===== src/rtl/adu_assembler.sv =====
// Byte-to-address assembler: captures two bytes from an 8-bit bus into a 16-bit
// address, presents it with a valid/ack handshake, with per-byte timeout and post-increment.
module adu_assembler #(
    parameter bit          LO_FIRST = 1'b1,
    parameter int unsigned TIMEOUT  = 16
) (
    input  logic        clk,
    input  logic        rst,
    input  logic [7:0]  d,
    input  logic        start,
    input  logic        dv,
    input  logic        ack,
    input  logic        inc,
    output logic [15:0] a,
    output logic        valid,
    output logic        busy,
    output logic        err
);

    typedef enum logic [1:0] {
        S_IDLE,
        S_FIRST,
        S_SECOND,
        S_HOLD
    } state_t;

    localparam logic [7:0] TO_LIMIT = 8'(TIMEOUT);
    localparam bit         TO_EN    = (TIMEOUT != 0);

    state_t      r_state, w_state_nxt;
    logic [15:0] r_tmp,   w_tmp_nxt;
    logic [15:0] r_a,     w_a_nxt;
    logic [7:0]  r_cnt,   w_cnt_nxt;
    logic        r_valid, w_valid_nxt;
    logic        r_err,   w_err_nxt;
    logic        w_expired;

    assign w_expired = TO_EN && (r_cnt == TO_LIMIT);

    // NOTE: sequential state uses non-blocking assignments so every register
    // samples the pre-edge values, independent of statement order.
    always_ff @(posedge clk or negedge rst) begin
        if (!rst) r_state <= S_IDLE;
        else      r_state <= w_state_nxt;
    end

    always_comb begin
        // NOTE: every target gets a default first; any path that skipped an
        // assignment would otherwise infer a latch.
        w_state_nxt = r_state;
        w_tmp_nxt   = r_tmp;
        w_a_nxt     = r_a;
        w_cnt_nxt   = r_cnt;
        w_valid_nxt = r_valid;
        w_err_nxt   = 1'b0;

        case (r_state)
            S_IDLE: begin
                if (inc) w_a_nxt = r_a + 16'd1;
                if (start) begin
                    w_state_nxt = S_FIRST;
                    w_cnt_nxt   = 8'd0;
                end
            end
            S_FIRST: begin
                if (dv) begin
                    if (LO_FIRST) w_tmp_nxt[7:0]  = d;
                    else          w_tmp_nxt[15:8] = d;
                    w_cnt_nxt   = 8'd0;
                    w_state_nxt = S_SECOND;
                end else if (w_expired) begin
                    w_state_nxt = S_IDLE;
                    w_err_nxt   = 1'b1;
                    w_tmp_nxt   = 16'h0000;
                    w_cnt_nxt   = 8'd0;
                end else begin
                    w_cnt_nxt = r_cnt + 8'd1;
                end
            end
            S_SECOND: begin
                if (dv) begin
                    // The new byte fills whichever half the first byte left empty.
                    w_a_nxt     = LO_FIRST ? {d, r_tmp[7:0]} : {r_tmp[15:8], d};
                    w_valid_nxt = 1'b1;
                    w_cnt_nxt   = 8'd0;
                    w_state_nxt = S_HOLD;
                end else if (w_expired) begin
                    w_state_nxt = S_IDLE;
                    w_err_nxt   = 1'b1;
                    w_tmp_nxt   = 16'h0000;
                    w_cnt_nxt   = 8'd0;
                end else begin
                    w_cnt_nxt = r_cnt + 8'd1;
                end
            end
            S_HOLD: begin
                if (inc) w_a_nxt = r_a + 16'd1;
                if (ack) begin
                    w_valid_nxt = 1'b0;
                    w_cnt_nxt   = 8'd0;
                    w_state_nxt = start ? S_FIRST : S_IDLE;
                end
            end
            default: w_state_nxt = S_IDLE;
        endcase
    end

    always_ff @(posedge clk or negedge rst) begin
        if (!rst) begin
            r_tmp   <= 16'h0000;
            r_a     <= 16'h0000;
            r_cnt   <= 8'd0;
            r_valid <= 1'b0;
            r_err   <= 1'b0;
        end else begin
            r_tmp   <= w_tmp_nxt;
            r_a     <= w_a_nxt;
            r_cnt   <= w_cnt_nxt;
            r_valid <= w_valid_nxt;
            r_err   <= w_err_nxt;
        end
    end

    assign a     = r_a;
    assign valid = r_valid;
    assign busy  = (r_state == S_FIRST) || (r_state == S_SECOND);
    assign err   = r_err;

endmodule

===== config.mk =====
export PLATFORM = sky130hd
export DESIGN_NAME = adu_assembler
export DESIGN_NICKNAME = d
export VERILOG_FILES = /design/src/rtl/adu_assembler.sv
export SDC_FILE = /design/constraint.sdc
export NUM_CORES = 1
export LEC_CHECK = 0
export CORE_ASPECT_RATIO = 1.2
export CORE_MARGIN = 8
export CORE_UTILIZATION = 35
export DETAILED_ROUTE_END_ITERATION = 7
export SYNTH_ARGS = -nofsm -noshare
export SYNTH_HDL_FRONTEND = slang
export SYNTH_SLANG_ARGS = --single-unit

===== constraint.sdc =====
create_clock -name clk -period 2.63 [get_ports clk]
set_clock_uncertainty 0.1 [all_clocks]
set_input_delay 0.526 -clock clk [delete_from_list [all_inputs] [get_ports clk]]
set_output_delay 0.526 -clock clk [all_outputs]
set_load 0.02 [all_outputs]

==> flow_summary.toml <==
[outcome]
outcome = "finished, final reports clean"

[critical_path]
critPathMaxFanout = 8
critPathTopFamily = "buffers and inverters"
slowest_delay_ns = 0.65
cp.required_ns = 2.00
crit_slowest_cell = "clkdlybuf4s50_1"
cp-start-kind = "flop"
critPathBufInv = 2
crit_path_end_kind = "output port"
cp_cell_sequence = "inv_1, ha_2, clkdlybuf4s50_1"
critical_path_class = "flop to output port"
crit_arrival_ns = 1.91

[power_and_ir_drop]
total_power_mw = 3.71
leakagePower_nw = 1.10
power.density_nw_per_um2 = 1390
ir_worst_vdd_uv = 516

[cells_and_area]
area_delta_synth_final_pct = 25.6
num_antenna_cells = 0
nFillCells = 606
stdcell_count = 350
multiInputGateArea_um2 = 1110
ff_latch_area_um2 = 901
final_area_um2 = 2680
drive_above_1_share_pct = 9.33
nNetsFinal = 289

[synth]
ys.flop_type = "dfrtp_1"
synthesis.area_um2 = 2130
synthArstFlopShare_pct = 100
synth-seq-cells = 36
yosysMostFrequentCell = "dfrtp_1"
synth.top_cells.by_area = "dfrtp_1 (42%), a22o_1 (7.4%), ha_1 (4.7%)"
netlist_instances = 233
yosys.cell_types.count = 42
synth_common_cells = "dfrtp_1 (36), a22o_1 (18), nand3_1 (16)"
synth_top_area_share_pct = 42.3
synth_top_cell_by_area = "dfrtp_1"
ys_seq_area_share_pct = 42.3
synth.avg_cell_area_um2 = 9.15
ys_warn_count = 0
synth_nets = 255
synth_edf_count = 0

[routing]
vias = 1923
drtPass1Iterations = 4
totalWireLength_um = 5820
wl_per_cell_um = 16.6
drc = 0
viasPerCell = 5.49
final_antenna_net_count = 0
drt_iter0_drc = 171

[cts]
cts_setup_buffers = 0
clockBufferDepth = 2
cts-hold-fix-buffers = 0
cts_buffers = 5
clk_pin_slew_worst_paths_ns = 0.08
cts-root-buf = "clkbuf_8"
clkLatencyLatePin_ns = 0.29
cts_tree = "built"
cts.sinks = 36
htreeDepth = 2

[timing]
period_share_pct = 96.5
rsz0062_at_grt = "false"
fmax_mhz = 394
finalWorstSetupSlack_ns = 0.0922
maxSlewHeadroom_pct = 43.3
worst_pin_slew_ns = 0.850
timing.final.crit_period_ns = 2.54
setup_viol = 0
setup_tns_ns = 0
final-hold-violation-count = 0
finalMaxSlewViolations = 0

[global_route]
grt_usage_pct = 14.2
grt_max_degree = 37
grt_pass1_wl_um = 9920
first_global_vias = 1898
grt-ovfl-total = 0
grt_antenna_before_repair = 0

[placement]
dp_hpwl_um = 4160
place_congestion = 0.797
dp_slack_ns = 0.285
dpl.cell_count = 342
dpl_cell_area_um2 = 2560
portBuffers = 32

[hold_path]
hp-class = "primary input to async pin"

[die]
coreArea_um2 = 5970
fp.dieH_um = 101
ios = 33
dieArea_um2 = 8850
start_util_pct = 35.7
rows = 31
die_w_um = 87.2

[flow_run]
maxCapViolCount = 0
-- worst reg2reg max path: stages (launching register included) --
cell and delay, ns:
dfrtp_1 0.43, inv_1 0.12, ha_2 0.35, buf_4 0.23
nor4_1 0.56, a2bb2oi_1 0.12, o22a_1 0.20
-- kinds of logic (layout without fill, tap and decap cells) --
family / count (synthesis) / after routing / share of synthesized area (%)
AND/OR/NAND/NOR: 78 / 78 / 19.8
AO/OA/AOI/OAI: 77 / 77 / 25.7
flip-flops: 36 / 36 / 42.3
buffers and inverters: 30 / 65 / 5.52
adder cells (fa/ha/maj): 8 / 8 / 4.70
multiplexers: 4 / 4 / 1.94
-- power by group --
group | total, mW | switching (mW) | leakage [nW] | internal [mW]
Clock | 0.503 | 0.222 | 0.0541 | 0.281
Sequential | 1.04 | 0.258 | 0.450 | 0.783
Combinational | 2.17 | 1.19 | 0.594 | 0.980
Total | 3.71 | 1.67 | 1.10 | 2.04
-- metrics by stage --
| step | util, % | hold WS [ns] |
|---|---|---|
| after global routing | 44.8 | 0.307 |
| after detailed placement | 42.9 | 0.413 |
| final | 44.8 | 0.233 |
| after floorplan | - | 0.130 |
| after CTS | 44.8 | 0.269 |
| after global placement | 42.9 | 0.411 |
-- what timing repair did --
item | in CTS | in global routing
resized for setup | 1 | 0
setup endpoints to repair | 1 | 0
hold endpoints to repair | 0 | 0
-- cells in the final DEF (no fill, tap or decap), drive strengths merged, types with 3 or more instances in the layout --
master and n:
nor4 6, a21oi 13, a311oi 4, nor3 8, mux2i 3, nand2 15
dfrtp 36, o22a 3, o22ai 5, nor2 12, or3 4, buf 11
o31ai 3, o21ai 13, a2bb2oi 4, clkbuf 5, clkdlybuf4s50 31, a22o 18
inv 15, ha 8, nand4 4, nand3 17, and3 3
-- final timing paths --
| kind | cells after the start | start | slack (ns) | to |
|---|---|---|---|---|
| worst max-delay path | 3 | r_state[0] | 0.09 | busy |
| worst min-delay path | 1 | rst | 0.23 | a[5] |
| worst max register to register | 6 | r_state[0] | 0.41 | a[12] |
| worst min register to register | 1 | valid | 0.43 | valid |
| max in group asynchronous | 1 | rst | 1.66 | r_cnt[2] |
| min in group clk | 1 | valid | 0.43 | valid |
-- flip-flops by register name (all words and copies together) (netlist names) --
name and cells:
r_state 2, a 16, err 1, valid 1
r_cnt 8, r_tmp 8
-- routing by layer --
metal | GRT usage (%) | wire [um] | part of all wire (%) | up-vias
met1 | 18.0 | 2590 | 44 | 924
li1 | - | - | - | 952
met5 | 0 | 0 | 0 | -
met2 | 23.7 | 2890 | 50 | 43
met4 | 3.58 | 42 | 0.72 | 0
met3 | 3.49 | 296 | 5.1 | 4
-- cell type report --
| class | count | share of cell area, % |
|---|---|---|
| Multi-Input combinational cell | 167 | 41.7 |
| Clock inverter | 3 | 1.59 |
| Inverter | 15 | 2.10 |
| Sequential cell | 36 | 33.7 |
| Clock buffer | 5 | 2.57 |
| Timing Repair Buffer | 42 | 14.6 |
| Tap cell | 82 | 3.83 |
Power figures use the tool's default switching activity.
